<file path="src/rtl/if_fetch_ctrl.sv">
// rtl/if_fetch_ctrl.sv - IF-stage fetch controller: owns the PC, single-outstanding imem requests, IF/ID delivery
module if_fetch_ctrl #(
    parameter int              XLEN     = 32,
    parameter logic [XLEN-1:0] RESET_PC = 32'h0000_0000,
    parameter logic [XLEN-1:0] NOP_INST = 32'h0000_0013
) (
    input  logic            clk,
    input  logic            rst_n,
    output logic            imem_req,
    output logic [XLEN-1:0] imem_addr,
    input  logic            imem_gnt,
    input  logic            imem_rvalid,
    input  logic [XLEN-1:0] imem_rdata,
    input  logic            stall_i,
    input  logic            redirect_i,
    input  logic [XLEN-1:0] redirect_pc_i,
    output logic            if_valid_o,
    output logic [XLEN-1:0] if_pc_o,
    output logic [XLEN-1:0] if_inst_o
);

    typedef enum logic [2:0] {
        S_BOOT,
        S_REQ,
        S_WAIT,
        S_HOLD,
        S_DROP
    } state_t;

    state_t          r_state;
    state_t          w_next_state;
    logic [XLEN-1:0] r_pc;
    logic [XLEN-1:0] r_hold_inst;
    logic [XLEN-1:0] r_hold_pc;
    logic            r_valid;
    logic [XLEN-1:0] r_out_pc;
    logic [XLEN-1:0] r_out_inst;

    logic            w_slot_free;
    logic            w_load_mem;
    logic            w_capture;
    logic            w_load_hold;
    logic [XLEN-1:0] w_redirect_pc;

    assign w_slot_free   = !r_valid || !stall_i;
    assign w_load_mem    = (r_state == S_WAIT) && imem_rvalid && !redirect_i && w_slot_free;
    assign w_capture     = (r_state == S_WAIT) && imem_rvalid && !redirect_i && !w_slot_free;
    assign w_load_hold   = (r_state == S_HOLD) && !stall_i && !redirect_i;
    assign w_redirect_pc = {redirect_pc_i[XLEN-1:2], 2'b00};

    always_ff @(posedge clk or negedge rst_n) begin
        if (!rst_n) begin
            r_state <= S_BOOT;
        end else begin
            r_state <= w_next_state;
        end
    end

    always_comb begin
        w_next_state = r_state;
        case (r_state)
            S_BOOT: w_next_state = S_REQ;
            S_REQ: begin
                // A grant alongside a redirect still issued the old address, so its data must be drained
                if (imem_gnt) begin
                    w_next_state = redirect_i ? S_DROP : S_WAIT;
                end
            end
            S_WAIT: begin
                if (redirect_i) begin
                    w_next_state = imem_rvalid ? S_REQ : S_DROP;
                end else if (imem_rvalid) begin
                    w_next_state = w_slot_free ? S_REQ : S_HOLD;
                end
            end
            S_HOLD: begin
                if (redirect_i || !stall_i) begin
                    w_next_state = S_REQ;
                end
            end
            S_DROP: begin
                if (imem_rvalid) begin
                    w_next_state = S_REQ;
                end
            end
            default: w_next_state = S_BOOT;
        endcase
    end

    always_comb begin
        imem_req  = (r_state == S_REQ);
        imem_addr = r_pc;
    end

    always_ff @(posedge clk or negedge rst_n) begin
        if (!rst_n) begin
            r_pc        <= RESET_PC;
            r_hold_inst <= NOP_INST;
            r_hold_pc   <= '0;
        end else begin
            if (redirect_i) begin
                r_pc <= w_redirect_pc;
            end else if (w_load_mem || w_capture) begin
                r_pc <= r_pc + XLEN'(4);
            end
            if (w_capture) begin
                r_hold_inst <= imem_rdata;
                r_hold_pc   <= r_pc;
            end else if (redirect_i) begin
                r_hold_inst <= NOP_INST;
                r_hold_pc   <= '0;
            end
        end
    end

    always_ff @(posedge clk or negedge rst_n) begin
        if (!rst_n) begin
            r_valid    <= 1'b0;
            r_out_pc   <= '0;
            r_out_inst <= NOP_INST;
        end else if (redirect_i) begin
            r_valid    <= 1'b0;
            r_out_inst <= NOP_INST;
        end else if (w_load_mem) begin
            r_valid    <= 1'b1;
            r_out_pc   <= r_pc;
            r_out_inst <= imem_rdata;
        end else if (w_load_hold) begin
            r_valid    <= 1'b1;
            r_out_pc   <= r_hold_pc;
            r_out_inst <= r_hold_inst;
        end else if (r_valid && !stall_i) begin
            r_valid    <= 1'b0;
            r_out_inst <= NOP_INST;
        end
    end

    assign if_valid_o = r_valid;
    assign if_pc_o    = r_out_pc;
    assign if_inst_o  = r_out_inst;

endmodule

</file>
<file path="config.mk">
export PLATFORM = sky130hd
export DESIGN_NAME = if_fetch_ctrl
export DESIGN_NICKNAME = d
export VERILOG_FILES = /design/src/rtl/if_fetch_ctrl.sv
export SDC_FILE = /design/constraint.sdc
export NUM_CORES = 1
export LEC_CHECK = 0
export CORE_UTILIZATION = 45
export DETAILED_ROUTE_END_ITERATION = 16
export GPL_TIMING_DRIVEN = 0
export PLACE_DENSITY = 0.78
export SLEW_MARGIN = 20
export SYNTH_ARGS = -nofsm -noshare
export SYNTH_HDL_FRONTEND = slang
export SYNTH_SLANG_ARGS = --single-unit
</file>
<file path="constraint.sdc">
create_clock -name clk -period 2.5 [get_ports clk]
set_clock_uncertainty 0.15 [all_clocks]
set_input_delay 0.5 -clock clk [delete_from_list [all_inputs] [get_ports clk]]
set_output_delay 0.5 -clock clk [all_outputs]
set_load 0.01 [all_outputs]
</file>
==> results.py <==
metrics = {
    "status": {
        "status": "finished clean",
    },
    "global_routing": {
        "track_usage": 0.262,
        "grt_pass1_vias": 6517,
        "grt_max_degree": 89,
        "gr-total-overflow": 0,
        "grt_pass1_wl_microns": 33800,
        "antenna_found_initial": 0,
    },
    "routing": {
        "antenna_left": 0,
        "first_iter_violations": 648,
        "drcViolationCount": 0,
        "wl_per_cell_microns": 18.3,
        "routed_wl_microns": 21100,
        "firstDrtPassIters": 5,
        "vias": 6647,
        "vias_per_cell": 5.74,
    },
    "floorplanning": {
        "dieArea_sq_um": 17000,
        "core.rowCount": 46,
        "core_sq_um": 16000,
        "io_pins": 168,
        "die_height_microns": 130,
        "start_util": 0.464,
        "die_x_microns": 130,
    },
    "layout": {
        "fin_nets": 1001,
        "drive_above_1_share": 0.0701,
        "antenna_cells": 0,
        "fin_cells": 1158,
        "syn_to_final_growth_pct": 34.5,
    },
    "logic_synthesis": {
        "syn_inst": 746,
        "yosysUniqueCellTypes": 46,
        "ys_seq_area_frac": 0.541,
        "ys_seq_elements": 160,
        "synth_area_per_cell_sq_um": 9.95,
        "yosysWarningCount": 0,
        "syn_area_sq_um": 7420,
    },
    "sta": {
        "slew_headroom": 0.540,
        "clock.fmax_ghz": 0.409,
        "worst_pin_slew_ns": 0.690,
        "setup_violations": 0,
        "maxSlewViolCount": 0,
        "fin_ws_ns": 0.0554,
        "period_share": 0.978,
        "min_period_ns": 2.44,
        "hold_viol": 0,
        "holdWs_ns": 0.313,
        "fin_setup_tns_ns": 0,
        "rsz0062_at_grt": "no",
    },
    "placed_design": {
        "dp_hpwl_microns": 14700,
        "io_buffers": 163,
        "gp_congestion": 0.805,
        "post-place-ws_ns": -0.558,
        "dp.cells": 1127,
    },
    "clock_network": {
        "cts_max_level": 4,
        "cts_buffers": 17,
        "clk_latency_ns": 0.42,
        "cts_buffer_depth": 2,
        "clkTransAtPathRegs_ns": 0.06,
        "cts.sinks": 160,
        "root_buffer": "clkbuf_16",
        "cts_tree": "built",
    },
    "setup_path": {
        "crit_start": "redirect_i",
        "crit_arrival_ns": 2.66,
        "required_ns": 2.71,
        "crit_fanout": 10,
        "cp-start-kind": "primary input",
        "reg2reg_from": "imem_addr[2]$_DFFE_PN0P_",
        "worstSetupEndpointType": "register",
        "critPathKind": "primary input to register",
    },
    "hold_path": {
        "hp-class": "register to register",
        "min-delay-start": "if_inst_o[4]$_DFFE_PN1P_",
    },
    "power": {
        "ir_drop_uv": 525,
        "leakagePower_nw": 4.86,
        "power_density_nw_per_um2": 696,
    },
    "job": {
        "drv_cap": 0,
    },
}
-- sequential cells by signal, indices dropped and copies added (netlist names) --
register / count
if_inst_o: 32
r_state: 3
if_valid_o: 1
imem_addr: 30
if_pc_o: 31
r_hold_inst: 32
r_hold_pc: 31
-- per-stage QoR --
step	utilization	total power, W	instance area [sq um]
finish	0.624	0.00695	9980
global route	0.624	0.00722	9980
CTS	0.623	0.00697	9970
detailed placement	0.585	0.00439	9360
global placement	0.583	0.00436	9330
floorplan	-	0.00358	7420
-- what timing repair did --
item                                   in CTS  in global routing
gates resized for setup                     3                 15
setup buffers                               2                  0
setup endpoints to repair                  54                 68
endpoints found under the hold margin      68                  0
cloned                                      0                  0
hold buffers                                1                  0
-- layer usage --
metal / routed length [microns] / up-vias / global-route usage
li1: - / 3093 / -
met1: 9160 / 3274 / 0.350
met2: 10200 / 247 / 0.421
met3: 1390 / 33 / 0.0550
met4: 403 / 0 / 0.103
met5: 0 / - / 0
-- power breakdown --
part / internal, W / leakage, nW / switching (W)
clock: 0.00160 / 0.288 / 0.000987
combinational: 0.000706 / 2.45 / 0.000621
sequential: 0.00282 / 2.12 / 0.000215
total: 0.00513 / 4.86 / 0.00182
-- worst paths after layout --
| check | end | slack (ns) | cells after the start |
|---|---|---|---|
| max in group asynchronous | if_inst_o[1]$_DFFE_PN1P_ | 0.86 | 3 |
| worst max-delay path | if_pc_o[28]$_DFFE_PN0P_ | 0.06 | 8 |
| worst min register to register | if_inst_o[4]$_DFFE_PN1P_ | 0.31 | 2 |
| worst min-delay path | if_inst_o[4]$_DFFE_PN1P_ | 0.31 | 2 |
| min in group asynchronous | if_pc_o[19]$_DFFE_PN0P_ | 0.50 | 2 |
| worst max register to register | imem_addr[22]$_DFFE_PN0P_ | 0.12 | 6 |
-- critical path, stage by stage --
cell,delay [ns]
clkdlybuf4s50_1,0.65
nor2_1,0.11
and3_1,0.19
clkbuf_1,0.21
nor2_1,0.27
buf_2,0.31
buf_2,0.27
a21o_1,0.15
-- layout make-up --
cell class	instances	area, sq um
Buffer	68	287
Multi-Input combinational cell	508	3110
Tap cell	216	270
Inverter	8	30.0
Clock inverter	4	73.8
Sequential cell	160	4010
Fill cell	1389	6020
Timing Repair Buffer	167	1690
Clock buffer	27	513
-- cells in the final DEF (no fill, tap or decap), types with 5 or more instances in the layout --
cell,count
o21ai_0,25
xnor2_1,7
dfstp_2,6
clkbuf_1,54
a21o_1,57
clkbuf_2,6
nor2_1,25
a21oi_1,7
nand2_1,147
a22o_1,56
buf_4,5
or3_1,5
and3_1,5
dfrtp_1,152
clkdlybuf4s50_1,162
nand3_1,15
buf_2,10
a31oi_1,15
o211ai_1,60
inv_1,8
clkbuf_8,5
nand4_1,13
o31ai_1,11
clkbuf_16,17
or4_1,15
-- Yosys cell counts, drive strengths merged --
master | instances | area (sq um)
or3 | 6 | 38.8
conb | 1 | 3.75
dfstp | 6 | 158
xnor2 | 7 | 61.3
ha | 1 | 12.5
a21o | 57 | 428
and4 | 5 | 45.0
and2 | 1 | 6.26
dfrtp | 154 | 3850
nor3 | 4 | 20.0
nand4b | 1 | 8.76
a22oi | 2 | 15.0
o22ai | 3 | 18.8
nand2b | 1 | 6.26
nand3 | 15 | 75.1
nand4 | 14 | 93.8
a31oi | 15 | 93.8
a22o | 56 | 490
and3 | 6 | 38.8
nor2 | 25 | 93.8
nor3b | 1 | 7.51
xor2 | 3 | 26.3
o31a | 2 | 17.5
nor2b | 4 | 25.0
o31ai | 11 | 82.6
nand2 | 148 | 556
nand4bb | 1 | 11.3
a221o | 2 | 20.0
a21oi | 7 | 35.0
o211ai | 60 | 450
a32oi | 1 | 8.76
o41ai | 1 | 8.76
buf | 13 | 72.6
and4bb | 1 | 12.5
or4 | 16 | 124
mux2i | 1 | 10.0
clkbuf | 58 | 218
nor4 | 3 | 18.8
inv | 8 | 30.0
o21ai | 25 | 125
-- cells by family (layout without fill, tap and decap cells) --
kind of cell / Yosys count / in the layout / share of synthesized area
fa+ha+maj: 1 / 1 / 0.00169
xor+xnor: 10 / 10 / 0.0118
compound gates: 242 / 242 / 0.242
simple gates: 252 / 252 / 0.159
other cells: 1 / 2 / 0.000505
buf+inv: 79 / 274 / 0.0432
mux: 1 / 1 / 0.00135
flops: 160 / 160 / 0.541
Power figures use the tool's default switching activity.
